## src/rtl/hilo_pkg.sv

```systemverilog
// Shared types and defaults for the HI/LO sequencer: state encoding, cycle counts, counter width.
package hilo_pkg;

  localparam int HILO_CNT_W      = 6;
  localparam int HILO_RUN_CYCLES = 33;
  localparam int HILO_TIMEOUT    = 8;

  typedef enum logic [1:0] {
    IDLE  = 2'd0,
    RUN   = 2'd1,
    DRAIN = 2'd2,
    CLEAR = 2'd3
  } hilo_state_e;

endpackage

```

## src/rtl/hilo_sequencer_if.sv

```systemverilog
// Link between the HI/LO sequencer (master) and the Booth multiplier (slave).
interface hilo_sequencer_if;

  // Handshake: the master presents MultA/MultB and holds MultControl high for the
  // whole run; the slave answers with MultOut=1 and a valid MultHi/MultLo, holding
  // both until the master pulses MultClr for one cycle to return it to idle.
  logic [31:0] MultA;
  logic [31:0] MultB;
  logic        MultControl;
  logic        MultClr;
  logic [31:0] MultHi;
  logic [31:0] MultLo;
  logic        MultOut;

  modport master (
    output MultA, MultB, MultControl, MultClr,
    input  MultHi, MultLo, MultOut
  );

  modport slave (
    input  MultA, MultB, MultControl, MultClr,
    output MultHi, MultLo, MultOut
  );

endinterface

```

## src/rtl/hilo_sequencer.sv

```systemverilog
// Multiply sequencer and architectural HI/LO holder in front of the Booth multiplier.
// Optional DRAIN timeout is built only when HILO_TIMEOUT_EN is defined.
module hilo_sequencer
  import hilo_pkg::*;
#(
  parameter int RUN_CYCLES = HILO_RUN_CYCLES,
  parameter int TIMEOUT    = HILO_TIMEOUT
) (
  input  logic                    Clk,
  input  logic                    Reset,
  input  logic                    Start,
  input  logic [31:0]             OpA,
  input  logic [31:0]             OpB,
  input  logic                    MtHi,
  input  logic                    MtLo,
  input  logic [31:0]             WrData,
  hilo_sequencer_if.master        mult,
  output logic [31:0]             Hi,
  output logic [31:0]             Lo,
  output logic                    Busy,
  output logic                    Done,
  output logic                    Error,
  output hilo_state_e             State
);

  localparam logic [HILO_CNT_W-1:0] RUN_LOAD = HILO_CNT_W'(RUN_CYCLES);
  localparam logic [HILO_CNT_W-1:0] TO_LOAD  = HILO_CNT_W'(TIMEOUT);
  localparam logic [HILO_CNT_W-1:0] CNT_ONE  = HILO_CNT_W'(1);

  hilo_state_e           state;
  logic [HILO_CNT_W-1:0] cnt;
  logic [31:0]           hi_q;
  logic [31:0]           lo_q;
  logic [31:0]           mult_a;
  logic [31:0]           mult_b;
  logic                  mult_control;
  logic                  done_q;

  // One counter serves both phases: run length in RUN, timeout budget in DRAIN.
  always_ff @(posedge Clk or negedge Reset) begin
    if (!Reset) begin
      state        <= IDLE;
      cnt          <= '0;
      hi_q         <= '0;
      lo_q         <= '0;
      mult_a       <= '0;
      mult_b       <= '0;
      mult_control <= 1'b0;
      done_q       <= 1'b0;
    end else begin
      done_q <= 1'b0;
      case (state)
        IDLE: begin
          if (MtHi) hi_q <= WrData;
          if (MtLo) lo_q <= WrData;
          if (Start) begin
            mult_a       <= OpA;
            mult_b       <= OpB;
            cnt          <= RUN_LOAD;
            mult_control <= 1'b1;
            state        <= RUN;
          end
        end
        RUN: begin
          if (cnt == CNT_ONE) begin
            mult_control <= 1'b0;
            cnt          <= TO_LOAD;
            state        <= DRAIN;
          end else begin
            cnt <= cnt - CNT_ONE;
          end
        end
        DRAIN: begin
          if (mult.MultOut) begin
            hi_q   <= mult.MultHi;
            lo_q   <= mult.MultLo;
            done_q <= 1'b1;
            state  <= CLEAR;
          end
`ifdef HILO_TIMEOUT_EN
          else if (cnt == CNT_ONE) begin
            state <= CLEAR;
          end else begin
            cnt <= cnt - CNT_ONE;
          end
`endif
        end
        CLEAR:   state <= IDLE;
        default: state <= IDLE;
      endcase
    end
  end

`ifdef HILO_TIMEOUT_EN
  logic error_q;

  always_ff @(posedge Clk or negedge Reset) begin
    if (!Reset) begin
      error_q <= 1'b0;
    end else begin
      error_q <= (state == DRAIN) && !mult.MultOut && (cnt == CNT_ONE);
    end
  end

  assign Error = error_q;
`else
  assign Error = 1'b0;
`endif

  assign mult.MultA       = mult_a;
  assign mult.MultB       = mult_b;
  assign mult.MultControl = mult_control;
  assign mult.MultClr     = (state == CLEAR);

  assign Hi    = hi_q;
  assign Lo    = lo_q;
  assign Busy  = (state != IDLE);
  assign Done  = done_q;
  assign State = state;

endmodule

```

## src/flat_wrapper.sv

```systemverilog
// flat-port wrapper written by rule: the top's interface ports become plain ports
module hilo_sequencer_flat import hilo_pkg::*;
#(
  parameter int RUN_CYCLES = HILO_RUN_CYCLES,
  parameter int TIMEOUT    = HILO_TIMEOUT
)
  (Clk, Reset, Start, OpA, OpB, MtHi, MtLo, WrData, Hi, Lo, Busy, Done, Error, State, mult_MultA, mult_MultB, mult_MultControl, mult_MultClr, mult_MultHi, mult_MultLo, mult_MultOut);
  hilo_sequencer_if mult_i ();
  input  logic Clk;
  input  logic Reset;
  input  logic Start;
  input  logic [31:0] OpA;
  input  logic [31:0] OpB;
  input  logic MtHi;
  input  logic MtLo;
  input  logic [31:0] WrData;
  output logic [31:0] Hi;
  output logic [31:0] Lo;
  output logic Busy;
  output logic Done;
  output logic Error;
  output hilo_state_e State;
  output wire logic [$bits(mult_i.MultA)-1:0] mult_MultA;
  output wire logic [$bits(mult_i.MultB)-1:0] mult_MultB;
  output wire logic [$bits(mult_i.MultControl)-1:0] mult_MultControl;
  output wire logic [$bits(mult_i.MultClr)-1:0] mult_MultClr;
  input wire logic [$bits(mult_i.MultHi)-1:0] mult_MultHi;
  input wire logic [$bits(mult_i.MultLo)-1:0] mult_MultLo;
  input wire logic [$bits(mult_i.MultOut)-1:0] mult_MultOut;
  assign mult_MultA = mult_i.MultA;
  assign mult_MultB = mult_i.MultB;
  assign mult_MultControl = mult_i.MultControl;
  assign mult_MultClr = mult_i.MultClr;
  assign mult_i.MultHi = mult_MultHi;
  assign mult_i.MultLo = mult_MultLo;
  assign mult_i.MultOut = mult_MultOut;
  hilo_sequencer #(.RUN_CYCLES(RUN_CYCLES), .TIMEOUT(TIMEOUT)) u_core (.Clk(Clk), .Reset(Reset), .Start(Start), .OpA(OpA), .OpB(OpB), .MtHi(MtHi), .MtLo(MtLo), .WrData(WrData), .mult(mult_i), .Hi(Hi), .Lo(Lo), .Busy(Busy), .Done(Done), .Error(Error), .State(State));
endmodule
```

## config.mk

```make
export PLATFORM = sky130hd
export DESIGN_NAME = hilo_sequencer_flat
export DESIGN_NICKNAME = d
export VERILOG_FILES = /design/src/rtl/hilo_pkg.sv /design/src/rtl/hilo_sequencer_if.sv /design/src/rtl/hilo_sequencer.sv /design/src/flat_wrapper.sv
export SDC_FILE = /design/constraint.sdc
export NUM_CORES = 1
export LEC_CHECK = 0
export ABC_AREA = 1
export BUFFER_PORTS_ARGS = -buffer_cell sky130_fd_sc_hd__buf_2
export CAP_MARGIN = 10
export CELL_PAD_IN_SITES_DETAIL_PLACEMENT = 2
export CELL_PAD_IN_SITES_GLOBAL_PLACEMENT = 2
export CORE_MARGIN = 3
export CORE_UTILIZATION = 24
export DETAILED_ROUTE_END_ITERATION = 7
export HOLD_SLACK_MARGIN = 0.02
export PLACE_DENSITY = 0.78
export REMOVE_ABC_BUFFERS = 1
export SLEW_MARGIN = 30
export SYNTH_ARGS = -nofsm -noshare
export SYNTH_HDL_FRONTEND = slang
export SYNTH_SLANG_ARGS = --single-unit
```

## constraint.sdc

```tcl
create_clock -name Clk -period 1.8 [get_ports Clk]
set_input_delay 0.09 -clock Clk [delete_from_list [all_inputs] [get_ports Clk]]
set_output_delay 0.09 -clock Clk [all_outputs]
set_load 0.05 [all_outputs]
```

==> results.py, run 1 <==
metrics = {
    "min_path": {
        "whs_path_depth": 5,
        "hp-start": "mult_MultLo[19]",
        "hold_class": "input pin to flip-flop",
    },
    "sta": {
        "setup_viol": 0,
        "tns_ps": 0,
        "fin_crit_ps": 1760,
        "holdWs_ps": 33.2,
        "layout_worst_path_cycle_share_pct": 97.6,
        "fmax_mhz": 569,
        "finalHoldViolCount": 0,
        "postLayoutSetupSlackWorst_ps": 43.5,
        "slew_viol_final": 0,
        "finalClockSkew_ps": 9.87,
    },
    "grt": {
        "antenna_found_initial": 0,
        "grt_max_degree": 66,
        "grt_pass1_wl_microns": 51500,
        "overflow": 0,
        "grt_use_total_pct": 23.6,
        "grt_pass1_vias": 8489,
    },
    "cells_and_area": {
        "fill_cells": 2806,
        "final_layout_size_suffix_gt1_share_pct": 29.7,
        "area_delta_synth_final_pct": 70.0,
        "finalCoreUtilization_pct": 41.6,
        "antennaDiodeCount": 0,
        "nets": 1423,
    },
    "floorplanning": {
        "rows": 58,
        "initial_core_util_pct": 24.5,
        "io_pins": 301,
        "die_area_sq_mm": 0.0277,
        "die_height_microns": 166,
        "die_w_microns": 166,
        "core-area_sq_mm": 0.0253,
    },
    "routing": {
        "route.detailed.drc": 0,
        "avgViaCountPerCell": 4.62,
        "drt_iter0_drc": 300,
        "ant_nets": 0,
        "via_count": 7368,
        "wl_microns": 34100,
        "drt_pre_antenna_iters": 4,
        "wl_per_cell_microns": 21.4,
    },
    "synthesis": {
        "synth_largest_area_cell": "dfrtp_1",
        "ys_types": 23,
        "synth_compound_area_share_pct": 6.02,
        "synth.yosys.seq_area_share_pct": 55.9,
        "yosysWarnings": 0,
        "synthAdderAreaFrac_pct": 1.22,
        "synthCells": 796,
        "syn_area_per_cell_sq_um": 7.76,
        "synth_seq_cells": 138,
        "synth_top_family_by_area": "simple AND/OR/NAND/NOR gates",
        "syn_area_sq_mm": 0.00618,
        "muxShareOfSynthArea_pct": 0,
        "synth_xor_area_share_pct": 0.142,
        "yosys.area_share.simple_pct": 32.0,
        "synthTopCellsByArea": "dfrtp_1, nand2_1, o21ai_1",
        "netlist.area_leader.share_pct": 55.9,
    },
    "run": {
        "drv_cap": 0,
    },
    "critical_path": {
        "end_kind": "flip-flop",
        "arrival_ps": 2100,
        "path_cells": "inv_1, ha_2, inv_2, nor2_2, buf_8, o21ai_0, nand2_1",
        "ff2ff_setup_slack_ps": 40,
        "cp_max_fo": 32,
        "worstReg2RegEnd": "u_core.Lo[12]$_DFFE_PN0P_",
        "slowest_stage": "dfrtp_2",
        "crit_buf_inv": 3,
        "crit_end": "u_core.Lo[12]$_DFFE_PN0P_",
        "criticalPathCategory": "flip-flop to flip-flop",
        "rr_worst_depth": 7,
        "cpLargestDelayFamily": "buffers and inverters",
        "critPathLaunchType": "flip-flop",
        "required_ps": 2150,
        "regToRegStartpoint": "u_core.State[1]$_DFFE_PN0P_",
        "max_stage_delay_ps": 450,
        "startpoint": "u_core.State[1]$_DFFE_PN0P_",
        "path_depth": 7,
    },
    "clock_tree": {
        "root_buffer": "clkbuf_16",
        "clock_latency_ps": 410,
        "cts.reportedPaths.clkPinSlew_ps": 60,
        "h-tree-depth": 4,
        "clk_path_buf_depth": 2,
        "cts_tree": "built",
        "cts_buffers": 17,
        "cts_sinks": 138,
    },
    "place": {
        "hpwl_microns": 19000,
        "gp_congestion": 0.815,
        "pre_cts_ws_ps": 19.8,
        "place.port_buffers": 299,
    },
    "power_and_ir_drop": {
        "p_seq_share_pct": 23.3,
        "vdd.ir_drop.worst_mv": 0.755,
        "p_sw_mw": 13.2,
        "p_int_mw": 10.7,
        "power.density_mw_per_mm2": 2270,
        "switching_share_pct": 55.2,
        "p_clk_share_pct": 16.4,
        "p_leak_nw": 5.82,
        "combPwrFrac_pct": 60.3,
    },
    "run_status": {
        "status": "completed",
    },
}
## cell usage after synthesis
library cell,number
xor2_1,1
buf_2,16
inv_2,3
nand2_2,1
ha_1,6
inv_1,11
or2_2,1
dfrtp_1,138
conb_1,1
nor2_1,8
nand4_1,4
o22ai_1,1
a21oi_1,4
nor2_2,2
clkbuf_1,18
buf_1,1
o21ai_0,9
buf_6,6
nand2_1,497
o21ai_1,60
or2_1,1
buf_4,2
nand3_1,5
## worst min-delay path: cells and delay by family
family	cells	cell delay, ps
AND/OR/NAND/NOR	4	230
buffers and inverters	1	90
## how the worst min path moves through the flow
| stage | endpoint | slack, ps |
|---|---|---|
| 2_1_floorplan | u_core.Done$_DFF_PN0_ | -210 |
| 3_3_place_gp | u_core.mult.MultB[13]$_DFFE_PN0P_ | 50 |
| 3_5_place_dp | u_core.mult.MultB[13]$_DFFE_PN0P_ | 50 |
| 4_1_cts | u_core.Lo[19]$_DFFE_PN0P_ | 20 |
| 5_1_grt | u_core.Lo[19]$_DFFE_PN0P_ | 50 |
| 6_report | u_core.Lo[19]$_DFFE_PN0P_ | 30 |
## timing repair
item	in CTS	in global routing
hold buffers	151	0
setup endpoints to repair	0	65
buffers inserted	0	2
resized for setup	0	14
hold endpoints to repair	214	0
## sequential cells by signal, indices dropped and copies added, names as in the netlist
name                     flops
u_core.Done                  1
u_core.Hi                   32
u_core.Lo                   32
u_core.State                 2
u_core.cnt                   6
u_core.mult.MultA           32
u_core.mult.MultB           32
u_core.mult.MultControl      1
## per-stage QoR
| step | cell area [sq um] | cells | power [mW] |
|---|---|---|---|
| 3_5_place_dp | 8150 | 1404 | 18.4 |
| 6_report | 10500 | 1594 | 23.8 |
| 3_3_place_gp | 8150 | 1404 | 18.0 |
| 2_1_floorplan | 5940 | 753 | 14.0 |
| 4_1_cts | 10300 | 1587 | 22.7 |
| 5_1_grt | 10500 | 1594 | 25.3 |
## final cells by class
type                    count  area, sq um  share of cell area [%]
clock buffers              18          439                    4.18
clock inverters            14          208                    1.98
inverters                  14         52.6                   0.501
multi-input cells         601         2490                    23.7
flip-flops and latches    138         3450                    32.9
well taps                 330          413                    3.93
repair buffers            479         3440                    32.8
## power by group through the flow
stage          registers (mW)  clock network [mW]  logic [mW]
2_1_floorplan            10.3                   0        3.74
3_3_place_gp             5.41                   0        12.6
3_5_place_dp             5.49                   0        13.0
4_1_cts                  5.47                4.02        13.2
5_1_grt                  5.72                4.18        15.4
6_report                 5.56                3.92        14.4
## kinds of logic after synthesis
logic type	Yosys count
other	1
xor gates and xnor gates	1
DFF	138
AOI/OAI and AO/OA	74
and+or+nand+nor	519
adders and majority gates	6
buffers and inverters	57
## layout by cell type (no fill, tap or decap), drive strengths merged
master         n
clkbuf        22
nand3          5
ha             6
nand4          4
nor2          10
clkinvlp       2
xor2           1
or2            2
o21ai         69
inv           20
clkinv         2
dfrtp        138
dlygate4sd3  151
bufinv         4
conb           1
buf          324
a21oi          4
nand2        498
o22ai          1
## layer usage
layer  vias to the layer above  wire, microns  GRT usage (%)
met2                       297          16900           41.1
li1                       3363              -              -
met5                         -              0              0
met3                        45           2460           6.81
met4                         0            773           6.89
met1                      3663          13900           28.5
(Power assumes the default switching activity.)
==> run 2: changes to the inputs <==
Settings changed: MAX_ROUTING_LAYER from default to met4.
==> run 2 against run 1 <==
Critical endpoint unchanged. Sequential share of layout area about the same. Total power barely moved. Global-route usage is 0.67 points higher. Setup slack gained 10 ps. Clock skew decreased by 1.2 ps. Hold slack improved by 10 ps. Sequential power hardly changed. Wire length about the same. Critical path type unchanged. Non-clock buffer count is the same. Flip-flop and latch count did not move.
==> results.py, run 2 (synthesis gave the netlist of run 1 again) <==
metrics = {
    "critical_path": {
        "cpLargestDelayFamily": "buffers and inverters",
        "critPathLaunchType": "flip-flop",
        "required_ps": 2150,
        "max_stage_delay_ps": 450,
        "criticalPathCategory": "flip-flop to flip-flop",
        "startpoint": "u_core.State[1]$_DFFE_PN0P_",
        "arrival_ps": 2090,
        "path_cells": "inv_1, ha_2, inv_2, nor2_2, buf_6, o21ai_0, nand2_1",
        "end_kind": "flip-flop",
        "slowest_stage": "dfrtp_2",
        "crit_buf_inv": 3,
        "cp_max_fo": 32,
        "regToRegStartpoint": "u_core.State[1]$_DFFE_PN0P_",
    },
    "clock_tree": {
        "cts.reportedPaths.clkPinSlew_ps": 60,
        "cts_buffers": 17,
        "cts_sinks": 138,
        "clk_path_buf_depth": 2,
        "cts_tree": "built",
        "root_buffer": "clkbuf_16",
        "clock_latency_ps": 410,
        "h-tree-depth": 4,
    },
    "sta": {
        "layout_worst_path_cycle_share_pct": 97.0,
        "fin_crit_ps": 1750,
        "setup_viol": 0,
        "fmax_mhz": 573,
        "finalHoldViolCount": 0,
        "slew_viol_final": 0,
        "finalClockSkew_ps": 8.66,
    },
    "power_and_ir_drop": {
        "p_seq_share_pct": 23.3,
        "combPwrFrac_pct": 60.3,
        "total_power_mw": 23.8,
        "vdd.ir_drop.worst_mv": 0.753,
        "p_clk_share_pct": 16.4,
        "power.density_mw_per_mm2": 2270,
        "p_int_mw": 10.7,
        "p_sw_mw": 13.2,
        "switching_share_pct": 55.2,
        "p_leak_nw": 5.82,
    },
    "floorplanning": {
        "io_pins": 301,
        "rows": 58,
        "die_height_microns": 166,
        "core-area_sq_mm": 0.0253,
        "die_w_microns": 166,
        "initial_core_util_pct": 24.5,
        "die_area_sq_mm": 0.0277,
    },
    "routing": {
        "drt_pre_antenna_iters": 4,
        "drt_iter0_drc": 318,
        "wl_per_cell_microns": 21.4,
        "avgViaCountPerCell": 4.63,
        "via_count": 7380,
        "wl_microns": 34100,
        "route.detailed.drc": 0,
        "ant_nets": 0,
    },
    "run": {
        "drv_cap": 0,
    },
    "cells_and_area": {
        "final_common_cell": "nand2_1",
        "final_area_sq_mm": 0.0105,
        "finalCoreUtilization_pct": 41.5,
        "nets": 1423,
        "area_delta_synth_final_pct": 69.9,
        "final_layout_size_suffix_gt1_share_pct": 29.7,
        "antennaDiodeCount": 0,
        "fill_cells": 2804,
        "most-common-layout-cells": "nand2_1, buf_2, dlygate4sd3_1",
    },
    "min_path": {
        "hold_class": "input pin to flip-flop",
        "hp-start": "mult_MultLo[19]",
    },
    "grt": {
        "grt_use_total_pct": 24.3,
        "antenna_found_initial": 0,
        "grt_pass1_wl_microns": 51400,
        "grt_max_degree": 66,
        "overflow": 0,
        "grt_pass1_vias": 8532,
    },
    "place": {
        "placed_area_sq_mm": 0.00815,
        "gp_congestion": 0.827,
        "place.port_buffers": 299,
        "hpwl_microns": 19000,
    },
    "run_status": {
        "status": "completed",
    },
}
run 2: final timing paths:
| check | end | slack [ps] | cells past startpoint |
|---|---|---|---|
| worst max-delay path | u_core.Lo[12]$_DFFE_PN0P_ | 50 | 7 |
| worst min-delay path | u_core.Lo[19]$_DFFE_PN0P_ | 40 | 5 |
| worst max register to register | u_core.Lo[12]$_DFFE_PN0P_ | 50 | 7 |
| worst min register to register | u_core.mult.MultA[31]$_DFFE_PN0P_ | 480 | 2 |
| max in group asynchronous | u_core.mult.MultB[10]$_DFFE_PN0P_ | 1000 | 3 |
| min in group asynchronous | u_core.mult.MultB[9]$_DFFE_PN0P_ | 180 | 2 |
run 2: final cells by class:
| cell class | count | area [sq um] | share of cell area [%] |
|---|---|---|---|
| multi-input cells | 601 | 2490 | 23.7 |
| clock inverters | 14 | 208 | 1.98 |
| well taps | 330 | 413 | 3.94 |
| flip-flops and latches | 138 | 3450 | 32.9 |
| repair buffers | 479 | 3440 | 32.8 |
| clock buffers | 18 | 439 | 4.19 |
| inverters | 14 | 52.6 | 0.501 |
run 2: per-layer routing:
| layer | global-route usage [%] | share of wire [%] | wire (microns) |
|---|---|---|---|
| met1 | 28.6 | 41 | 14000 |
| met4 | 7.07 | 2.6 | 871 |
| met3 | 6.46 | 7.1 | 2430 |
| met2 | 41.1 | 49 | 16900 |
| met5 | - | 0 | 0 |
run 2: worst register-to-register path, cell delays in order, from the launching register on:
cell and delay (ps):
dfrtp_2 450, inv_1 100, ha_2 210, inv_2 80
nor2_2 210, buf_6 320, o21ai_0 210, nand2_1 90
run 2: power groups by stage:
| stage | Clock [mW] | Combinational, mW | Sequential (mW) |
|---|---|---|---|
| 2_1_floorplan | 0 | 3.74 | 10.3 |
| 3_3_place_gp | 0 | 12.6 | 5.41 |
| 3_5_place_dp | 0 | 13.0 | 5.49 |
| 4_1_cts | 4.02 | 13.2 | 5.47 |
| 5_1_grt | 4.17 | 15.4 | 5.72 |
| 6_report | 3.91 | 14.4 | 5.56 |
run 2: timing repair:
item,in CTS,in global routing
buffers inserted,0,2
resized for setup,0,12
endpoints found under the hold margin,214,0
setup endpoints to repair,0,65
hold buffers,151,0
run 2: metrics by stage:
stage | TNS (ps) | hold WS (ps) | cells | setup WS [ps]
2_1_floorplan | -246820 | -206 | 753 | -2410
3_3_place_gp | 0 | 52.0 | 1404 | 136
3_5_place_dp | 0 | 52.1 | 1404 | 19.8
4_1_cts | 0 | 24.2 | 1587 | 11.0
5_1_grt | -177 | 56.0 | 1594 | -32.6
6_report | 0 | 43.5 | 1594 | 54.0
